### config.mk
export PLATFORM = sky130hd
export DESIGN_NAME = jt12_timer_ctrl
export DESIGN_NICKNAME = d
export VERILOG_FILES = /design/src/rtl/jt12_timer_ctrl.sv
export SDC_FILE = /design/constraint.sdc
export NUM_CORES = 1
export LEC_CHECK = 0
export ABC_AREA = 1
export BUFFER_PORTS_ARGS = -buffer_cell sky130_fd_sc_hd__buf_2
export CELL_PAD_IN_SITES_DETAIL_PLACEMENT = 1
export CELL_PAD_IN_SITES_GLOBAL_PLACEMENT = 1
export CORE_AREA = 2 2 75 77
export CTS_CLUSTER_DIAMETER = 60
export DETAILED_ROUTE_END_ITERATION = 7
export DIE_AREA = 0 0 77 79
export PLACE_DENSITY = 0.87
export SYNTH_ARGS = -nofsm -noshare
export SYNTH_HDL_FRONTEND = slang
export SYNTH_SLANG_ARGS = --single-unit
### constraint.sdc
create_clock -name clk -period 2 [get_ports clk]
set_input_delay 0.5 -clock clk [delete_from_list [all_inputs] [get_ports clk]]
set_output_delay 0.5 -clock clk [all_outputs]
set_load 0.05 [all_outputs]
### src/rtl/jt12_timer_ctrl.sv
// jt12_timer_ctrl: host register front end for the FM timer pair.
// Decodes part-I registers 0x24-0x27, drives timer reload values, load/enable
// bits, one-clk flag-clear pulses and ch3 mode, and maintains the write-busy
// flag plus the host status byte.
// Optional feature macro: JT12_BUSY_DROP_EN -- when defined, data writes that
// arrive while the busy counter is nonzero are discarded (real-chip lost-write
// behaviour); when undefined every data write is accepted and busy is status only.
module jt12_timer_ctrl #(
    parameter int BUSY_CYCLES = 32,
    parameter int BW          = 6
) (
    input  logic        clk,
    input  logic        rst,
    input  logic        cen,
    input  logic        wr,
    input  logic [1:0]  addr,
    input  logic [7:0]  din,
    input  logic        flag_A,
    input  logic        flag_B,
    output logic [9:0]  value_A,
    output logic [7:0]  value_B,
    output logic        load_A,
    output logic        load_B,
    output logic        enable_irq_A,
    output logic        enable_irq_B,
    output logic        clr_flag_A,
    output logic        clr_flag_B,
    output logic [1:0]  ch3_mode,
    output logic        busy,
    output logic [7:0]  dout
);

    localparam logic [BW-1:0] BUSY_LOAD = BW'(BUSY_CYCLES);
    localparam logic [BW-1:0] CNT_ZERO  = {BW{1'b0}};
    localparam logic [BW-1:0] CNT_ONE   = {{(BW-1){1'b0}}, 1'b1};

    logic [7:0]    reg_addr_r;
    logic          part_r;
    logic [BW-1:0] busy_cnt_r;
    logic [BW-1:0] busy_cnt_nxt_s;
    logic          addr_wr_s;
    logic          data_wr_s;
    logic          accept_s;
    logic          timer_wr_s;
    logic [3:0]    reg_hit_s;
    logic [3:0]    reg_wr_s;

    // Classify the host strobe and decide whether a data write is taken.
    always_comb begin
        addr_wr_s = wr & ~addr[0];
        data_wr_s = wr & addr[0];
`ifdef JT12_BUSY_DROP_EN
        // A write on the edge the counter reaches zero still sees the old count.
        accept_s  = data_wr_s & (busy_cnt_r == CNT_ZERO);
`else
        accept_s  = data_wr_s;
`endif
        // Only part I owns the timer registers.
        timer_wr_s = accept_s & ~part_r;
    end

    // One-hot decode of the latched register address onto the four timer registers.
    always_comb begin
        reg_hit_s = 4'b0000;
        case (reg_addr_r)
            8'h24:   reg_hit_s = 4'b0001;
            8'h25:   reg_hit_s = 4'b0010;
            8'h26:   reg_hit_s = 4'b0100;
            8'h27:   reg_hit_s = 4'b1000;
            default: reg_hit_s = 4'b0000;
        endcase
        reg_wr_s = reg_hit_s & {4{timer_wr_s}};
    end

    // Busy counter next value: reload on an accepted write, else count down on cen.
    always_comb begin
        busy_cnt_nxt_s = busy_cnt_r;
        if (accept_s) begin
            busy_cnt_nxt_s = BUSY_LOAD;
        end else if (cen && (busy_cnt_r != CNT_ZERO)) begin
            busy_cnt_nxt_s = busy_cnt_r - CNT_ONE;
        end else begin
            busy_cnt_nxt_s = busy_cnt_r;
        end
    end

    // Address latch: every address write is taken, busy or not, and persists.
    always_ff @(posedge clk or posedge rst) begin
        if (rst) begin
            reg_addr_r <= 8'h00;
            part_r     <= 1'b0;
        end else if (addr_wr_s) begin
            reg_addr_r <= din;
            part_r     <= addr[1];
        end
    end

    // Busy countdown and its registered flag, kept equal to (busy_cnt != 0).
    always_ff @(posedge clk or posedge rst) begin
        if (rst) begin
            busy_cnt_r <= CNT_ZERO;
            busy       <= 1'b0;
        end else begin
            busy_cnt_r <= busy_cnt_nxt_s;
            busy       <= (busy_cnt_nxt_s != CNT_ZERO);
        end
    end

    // Timer reload values and the 0x27 control bits.
    always_ff @(posedge clk or posedge rst) begin
        if (rst) begin
            value_A      <= 10'd0;
            value_B      <= 8'd0;
            load_A       <= 1'b0;
            load_B       <= 1'b0;
            enable_irq_A <= 1'b0;
            enable_irq_B <= 1'b0;
            ch3_mode     <= 2'b00;
        end else begin
            if (reg_wr_s[0]) begin
                value_A[9:2] <= din;
            end
            if (reg_wr_s[1]) begin
                value_A[1:0] <= din[1:0];
            end
            if (reg_wr_s[2]) begin
                value_B <= din;
            end
            if (reg_wr_s[3]) begin
                load_A       <= din[0];
                load_B       <= din[1];
                enable_irq_A <= din[2];
                enable_irq_B <= din[3];
                ch3_mode     <= din[7:6];
            end
        end
    end

    // Flag-clear strobes: high for exactly the clk after a 0x27 write requesting them.
    always_ff @(posedge clk or posedge rst) begin
        if (rst) begin
            clr_flag_A <= 1'b0;
            clr_flag_B <= 1'b0;
        end else begin
            clr_flag_A <= reg_wr_s[3] & din[4];
            clr_flag_B <= reg_wr_s[3] & din[5];
        end
    end

    // Host status byte, resampled every clk from the current busy and timer flags.
    always_ff @(posedge clk or posedge rst) begin
        if (rst) begin
            dout <= 8'h00;
        end else begin
            dout <= {busy, 5'b00000, flag_B, flag_A};
        end
    end

endmodule

==> impl_metrics.py, run 1 <==
metrics = {
    "floorplanning": {
        "die_y_um": 79,
        "start_util": 0.382,
        "num_rows": 27,
        "dieArea_sq_mm": 0.00608,
        "die_w_um": 77,
        "fp.coreArea_sq_mm": 0.00534,
        "pin_count": 51,
    },
    "pwr": {
        "power-per-cell-area_mw_per_mm2": 958,
        "p_clk_frac": 0.238,
        "p_sw_frac": 0.367,
        "pwr-share-seq": 0.484,
        "p_switching_w": 0.000839,
        "ir_drop_uv": 442,
        "comb_power_share": 0.278,
        "internal-power_w": 0.00145,
        "p_leak_nw": 1.32,
    },
    "clock_network": {
        "clkTransAtPathRegs_ns": 0.08,
        "ctsLongestPathBuffers": 2,
        "root_buffer": "clkbuf_8",
        "cts_max_level": 2,
        "cts_hold_buffers": 0,
        "postCtsSetupBuffers": 0,
        "worstSkewPairLatency_ns": 0.30,
        "cts_tree": "done",
        "postCtsResizedCells": 0,
        "cts_inserted_buffers": 5,
        "cts.sinks": 45,
    },
    "drt": {
        "routedWlPerCell_um": 13.6,
        "vias_per_cell": 4.61,
        "vias": 1502,
        "dr.pass1.iters": 4,
        "ant_nets": 0,
        "drt_iter0_drc": 30,
        "drc": 0,
        "drt_wl_total_um": 4440,
    },
    "timing": {
        "finClkSkew_ns": 0.00761,
        "rsz0062_at_grt": "no",
        "period_share": 0.809,
        "worst_pin_slew_ns": 0.572,
        "setup_viol": 0,
        "max_slew_margin": 0.619,
        "slew_viol_final": 0,
        "setup-tns-final_ns": 0,
        "worst_slack_ns": 0.383,
        "period_minus_slack_ns": 1.62,
        "finalHoldViolCount": 0,
        "fmax_mhz": 618,
    },
    "placement": {
        "portBuffers": 45,
        "post-place-ws_ns": 0.121,
        "gp_congestion": 0.813,
        "dp_hpwl_um": 3260,
    },
    "yosys": {
        "ys.flop_type": "dfrtp_1",
        "synth-seq-area-share": 0.552,
        "synth.distinct_cells": 28,
        "synth_seq_cells": 45,
        "yosysWarnings": 0,
        "syn_inst": 205,
        "yosys.area_share.simple": 0.215,
        "ys_async_sr_fraction": 1.00,
        "synth.avg_cell_area_sq_um": 9.95,
        "synthAdderAreaFrac": 0.0123,
        "synth_xor_area_frac": 0.00429,
        "yosys-mux-area-fraction": 0.00552,
        "synth_edf_count": 0,
        "syn-cell-area_sq_mm": 0.00204,
        "synth_compound_area_frac": 0.121,
        "synth_top_family_by_area": "simple AND/OR/NAND/NOR gates",
    },
    "worst_hold_path": {
        "holdPathEnd": "dout[1]",
        "worstHoldPathType": "primary input to register",
        "min_delay_path_depth": 1,
        "hold_start": "flag_B",
    },
    "setup_path": {
        "r2r-start": "reg_addr_r[3]",
        "crit_path_max_incr_delay_ns": 0.39,
        "path_cells": "or2_1, nor3_2, nand3_2, nand2_1, o21ai_2",
        "crit_family": "simple AND/OR/NAND/NOR gates",
        "crit_path_start_kind": "register",
        "r2r_cells": 5,
        "crit_arrival_ns": 1.80,
        "worst_path_max_delay_cell": "nand3_2",
        "path_max_fanout": 16,
        "crit_type": "register to register",
        "end_kind": "register",
        "r2r-end": "value_B[5]",
        "r2r_slack_ns": 0.38,
        "cp.required_ns": 2.18,
        "cp_num_buf_inv": 0,
    },
    "global_route": {
        "grt_max_degree": 46,
        "antenna_found_initial": 0,
        "grt_pass1_vias": 1728,
        "grt_overflow": 0,
        "grt_pass1_wl_um": 7740,
        "track_usage": 0.162,
    },
    "finish": {
        "drive_above_1_share": 0.370,
        "nNetsFinal": 271,
        "area_growth_pct": 17.2,
        "antenna_cells": 0,
    },
    "run": {
        "cap_violations": 0,
    },
    "run_status": {
        "status": "completed",
    },
}
## cell usage in the layout, fill, tap and decap left out, types with 5 or more instances in the layout
cell,instances
buf_2,45
clkbuf_8,5
conb_1,5
dfrtp_1,45
inv_1,21
inv_2,6
nand2_1,47
nand3_1,10
nor2_1,10
o21ai_0,8
o21ai_2,22
## cell usage after synthesis, types with 2 or more instances
cell type  count  area share
nand2_1       47       0.086
ha_1           2       0.012
nand4_4        2       0.021
nand3_1       10       0.025
o21ai_2       22       0.094
inv_2          5      0.0092
dfrtp_1       45        0.55
nand3_2        2      0.0098
inv_1         22       0.040
nand4_1        4       0.012
buf_6          3       0.017
clkbuf_1       2      0.0037
nor2_1        10       0.018
o21ai_0        8       0.020
nand2_2        3      0.0092
buf_4          5       0.018
o21ai_1        2      0.0049
## worst max-delay path by stage
stage                             start         end  slack, ns  cells after the start
after floorplan                     rst        busy       0.44                      1
after global placement          addr[0]  value_B[4]       0.21                      7
after detailed placement        addr[0]  value_B[5]       0.12                      7
after CTS                 reg_addr_r[3]  value_B[5]       0.36                      5
after global routing      busy_cnt_r[1]        busy       0.23                      9
final                     reg_addr_r[3]  value_B[5]       0.38                      5
## kinds of logic after synthesis
kind of cell,Yosys count
AO/OA/AOI/OAI,33
buffers and inverters,37
multiplexers,1
adder cells (fa/ha/maj),2
XOR/XNOR,1
flip-flops,45
other,1
AND/OR/NAND/NOR,85
## power by group through the flow
stage               registers [W]  clock network [W]  logic [W]
detailed placement        0.00113                  0   0.000644
global route              0.00113           0.000614   0.000718
global placement          0.00112                  0   0.000618
finish                    0.00111           0.000545   0.000636
CTS                       0.00111           0.000564   0.000648
floorplan                 0.00124                  0   0.000384
## worst register-to-register path, stage by stage, from the launching register on
cell     delay, ns
dfrtp_1       0.38
or2_1         0.28
nor3_2        0.15
nand3_2       0.39
nand2_1       0.23
o21ai_2       0.07
## sequential cells by signal, indices dropped and copies added, names as in the netlist
signal / count
part_r: 1
busy_cnt_r: 6
enable_irq_A: 1
clr_flag_B: 1
busy: 1
value_B: 8
dout: 3
enable_irq_B: 1
ch3_mode: 2
load_A: 1
clr_flag_A: 1
load_B: 1
value_A: 10
reg_addr_r: 8
## final cells by class
| cell class | instances | area, sq um |
|---|---|---|
| clock buffers | 7 | 76.3 |
| repair buffers | 47 | 240 |
| inverters | 27 | 101 |
| flip-flops and latches | 45 | 1130 |
| fillers | 652 | 2950 |
| well taps | 72 | 90.1 |
| multi-input cells | 127 | 749 |
| clock inverters | 1 | 7.51 |
## per-layer routing
metal,vias to the layer above,part of all wire,GRT usage
met3,6,0.042,0.0398
met4,0,0.012,0.0482
li1,737,-,-
met5,-,0,0
met1,726,0.42,0.189
met2,33,0.52,0.296
## stage by stage
step	util	instances	power [W]	hold WS (ns)	area (sq um)
2_1_floorplan	-	209	0.00162	0.445	2060
3_3_place_gp	0.432	318	0.00174	0.361	2310
3_5_place_dp	0.432	318	0.00177	0.366	2310
4_1_cts	0.448	326	0.00232	0.296	2390
5_1_grt	0.448	326	0.00246	0.286	2390
6_report	0.448	326	0.00229	0.301	2390
Note: power is estimated with default switching activity, not from simulation.
==> inputs of run 2 (changes only) <==
--- a/config.mk
+++ b/config.mk
@@ -5,7 +5,7 @@
 export SDC_FILE = /design/constraint.sdc
 export NUM_CORES = 1
 export LEC_CHECK = 0
-export ABC_AREA = 1
+export ABC_AREA = 0
 export BUFFER_PORTS_ARGS = -buffer_cell sky130_fd_sc_hd__buf_2
 export CELL_PAD_IN_SITES_DETAIL_PLACEMENT = 1
 export CELL_PAD_IN_SITES_GLOBAL_PLACEMENT = 1
@@ -13,7 +13,7 @@
 export CTS_CLUSTER_DIAMETER = 60
 export DETAILED_ROUTE_END_ITERATION = 7
 export DIE_AREA = 0 0 77 79
-export PLACE_DENSITY = 0.87
+export PLACE_DENSITY = 0.83
 export SYNTH_ARGS = -nofsm -noshare
 export SYNTH_HDL_FRONTEND = slang
 export SYNTH_SLANG_ARGS = --single-unit
==> constraint.sdc (replaced) <==
create_clock -name clk -period 1.4 [get_ports clk]
set_input_delay 0.35 -clock clk [delete_from_list [all_inputs] [get_ports clk]]
set_output_delay 0.35 -clock clk [all_outputs]
set_load 0.05 [all_outputs]
==> run 2 against run 1 <==
  * Largest power group unchanged
  * Wire length rose by 15%
  * Critical path depth did not move
  * Die area did not move
  * Highest routed layer unchanged
  * The flow now finishes with violations (negative setup slack)
  * Critical path type unchanged
  * Core utilization rose by 7.4 points
==> impl_metrics.py, run 2 <==
metrics = {
    "finish": {
        "largest_reg_flops": 10,
        "antenna_cells": 0,
        "fillerInstances": 584,
        "drive_above_1_share": 0.630,
        "postLayoutCoreUtil": 0.522,
        "nNetsFinal": 245,
        "area_growth_pct": 47.5,
        "regMostFlops": "value_A",
        "reg.largest.list": "value_A (10), reg_addr_r (8), value_B (8)",
        "layout_common_cells": "dfrtp_1, buf_2, buf_4",
        "ff_latch_area_sq_mm": 0.00113,
        "multiInputGateArea_sq_um": 921,
    },
    "yosys": {
        "ys.flop_type": "dfrtp_1",
        "yosysWarnings": 0,
        "netlist_top_cells_area": "dfrtp_1, mux2_2, nand2_1",
        "synth.distinct_cells": 39,
        "ys_async_sr_fraction": 1.00,
        "synth_area_leader_cell": "dfrtp_1",
        "synth-seq-area-share": 0.596,
        "synth.most_common_cell": "dfrtp_1",
        "synth_seq_cells": 45,
        "syn_inst": 147,
        "netlist_top_cells_count": "dfrtp_1, mux2_2, nand2_1, buf_4, nor2_1",
        "syn-cell-area_sq_mm": 0.00189,
        "synth_edf_count": 0,
        "yosysTopAreaCellShare": 0.596,
        "synth.avg_cell_area_sq_um": 12.9,
    },
    "timing": {
        "slew_viol_final": 0,
        "period_minus_slack_ns": 1.87,
        "whs_ns": 0.153,
        "rsz0062_at_grt": "yes",
        "fmax_mhz": 534,
        "worst_slack_ns": -0.474,
        "setup_viol": 31,
        "finClkSkew_ns": 0.00363,
        "finalHoldViolCount": 0,
        "period_share": 1.34,
    },
    "drt": {
        "vias": 1392,
        "drt_wl_total_um": 5120,
        "routedWlPerCell_um": 17.1,
        "dr.pass1.iters": 4,
        "drc": 0,
        "vias_per_cell": 4.66,
        "ant_nets": 0,
        "drt_iter0_drc": 94,
    },
    "clock_network": {
        "root_buffer": "clkbuf_8",
        "ctsLongestPathBuffers": 2,
        "cts_inserted_buffers": 5,
        "clkTransAtPathRegs_ns": 0.08,
        "cts.sinks": 45,
        "cts_tree": "done",
        "cts_max_level": 2,
        "worstSkewPairLatency_ns": 0.30,
    },
    "floorplanning": {
        "num_rows": 27,
        "die_y_um": 79,
        "pin_count": 51,
        "die_w_um": 77,
        "fp.coreArea_sq_mm": 0.00534,
        "dieArea_sq_mm": 0.00608,
        "start_util": 0.354,
    },
    "setup_path": {
        "crit_type": "register to register",
        "crit_arrival_ns": 2.05,
        "path_max_fanout": 5,
        "cp.required_ns": 1.57,
        "crit_path_start_kind": "register",
        "path_cells": "nor3_2, and2b_2, nor4_4, a31o_1, or4b_1",
        "worst_path_max_delay_cell": "or4b_1",
        "crit_path_max_incr_delay_ns": 0.53,
        "end_kind": "register",
    },
    "global_route": {
        "grt_max_degree": 43,
        "grt_overflow": 0,
        "antenna_found_initial": 0,
        "track_usage": 0.171,
        "grt_pass1_vias": 1550,
        "grt_pass1_wl_um": 7940,
    },
    "placement": {
        "portBuffers": 45,
        "post-place-ws_ns": -0.509,
        "gp_congestion": 0.763,
        "dp_hpwl_um": 3490,
    },
    "pwr": {
        "p_switching_w": 0.00132,
        "p_clk_frac": 0.239,
        "power-per-cell-area_mw_per_mm2": 1430,
        "internal-power_w": 0.00268,
        "comb_power_share": 0.358,
        "p_leak_nw": 1.41,
        "ir_drop_uv": 906,
        "pwr-share-seq": 0.403,
        "p_sw_frac": 0.330,
    },
    "worst_hold_path": {
        "worstHoldPathType": "primary input to register",
    },
    "run_status": {
        "status": "complete, but fails checks",
        "violations": "negative setup slack",
    },
    "run": {
        "cap_violations": 0,
    },
}
-- run 2: routing by layer --
| metal | up-vias | share of wire | GRT usage |
|---|---|---|---|
| li1 | 653 | - | - |
| met4 | 0 | 0.021 | 0.0446 |
| met5 | - | 0 | 0 |
| met1 | 697 | 0.42 | 0.206 |
| met2 | 33 | 0.52 | 0.311 |
| met3 | 9 | 0.038 | 0.0364 |
-- run 2: final cells by class --
cell class              instances  area share
repair buffers                 78       0.191
clock buffers                   5      0.0247
flip-flops and latches         45       0.404
inverters                       3     0.00539
clock inverters                 2      0.0126
multi-input cells              94       0.330
well taps                      72      0.0323
-- run 2: timing repair --
| item | in CTS | in global routing |
|---|---|---|
| hold endpoints to repair | 3 | 0 |
| hold buffers | 1 | 0 |
| gates resized for setup | 15 | 26 |
| pin swaps | 7 | 18 |
| buffers inserted | 6 | 6 |
| setup endpoints to repair | 32 | 32 |
-- run 2: stage by stage --
stage,power [W],instance area [sq um],instances,setup TNS (ns)
5_1_grt,0.00416,2790,299,-11.01
6_report,0.00400,2790,299,-8.78
3_5_place_dp,0.00269,2460,284,-11.61
3_3_place_gp,0.00263,2460,284,-9.76
2_1_floorplan,0.00222,1980,151,-5.52
4_1_cts,0.00383,2670,297,-9.21
-- run 2: path summary, 6_finish.rpt --
kind / from / endpoint / slack, ns / depth (start not counted)
setup / recovery: busy_cnt_r[2] / busy / -0.47 / 5
hold / removal: flag_A / dout[0] / 0.15 / 1
setup reg to reg: busy_cnt_r[2] / busy / -0.47 / 5
hold reg to reg: busy / dout[7] / 0.41 / 0
max in group asynchronous: rst / ch3_mode[1] / 0.50 / 4
min in group asynchronous: rst / dout[0] / 0.47 / 3
-- run 2: power by group through the flow --
| stage | Combinational [W] | Clock [W] | Sequential (W) |
|---|---|---|---|
| global placement | 0.00103 | 0 | 0.00160 |
| detailed placement | 0.00108 | 0 | 0.00161 |
| floorplan | 0.000497 | 0 | 0.00172 |
| CTS | 0.00126 | 0.000981 | 0.00159 |
| finish | 0.00143 | 0.000956 | 0.00161 |
| global route | 0.00151 | 0.00102 | 0.00163 |
-- run 2: kinds of logic after synthesis --
group	after synthesis	synth area share
muxes	27	0.161
other	1	0.00198
and+or+nand+nor	46	0.132
DFF	45	0.596
buffers and inverters	12	0.0384
xor gates and xnor gates	3	0.0139
adders and majority gates	2	0.0132
AOI/OAI and AO/OA	11	0.0430
-- run 2: worst max-delay path: cells and delay by family, from the launching register on --
family / cells / cell delay (ns)
flops: 1 / 0.46
compound gates: 1 / 0.21
simple gates: 4 / 1.07
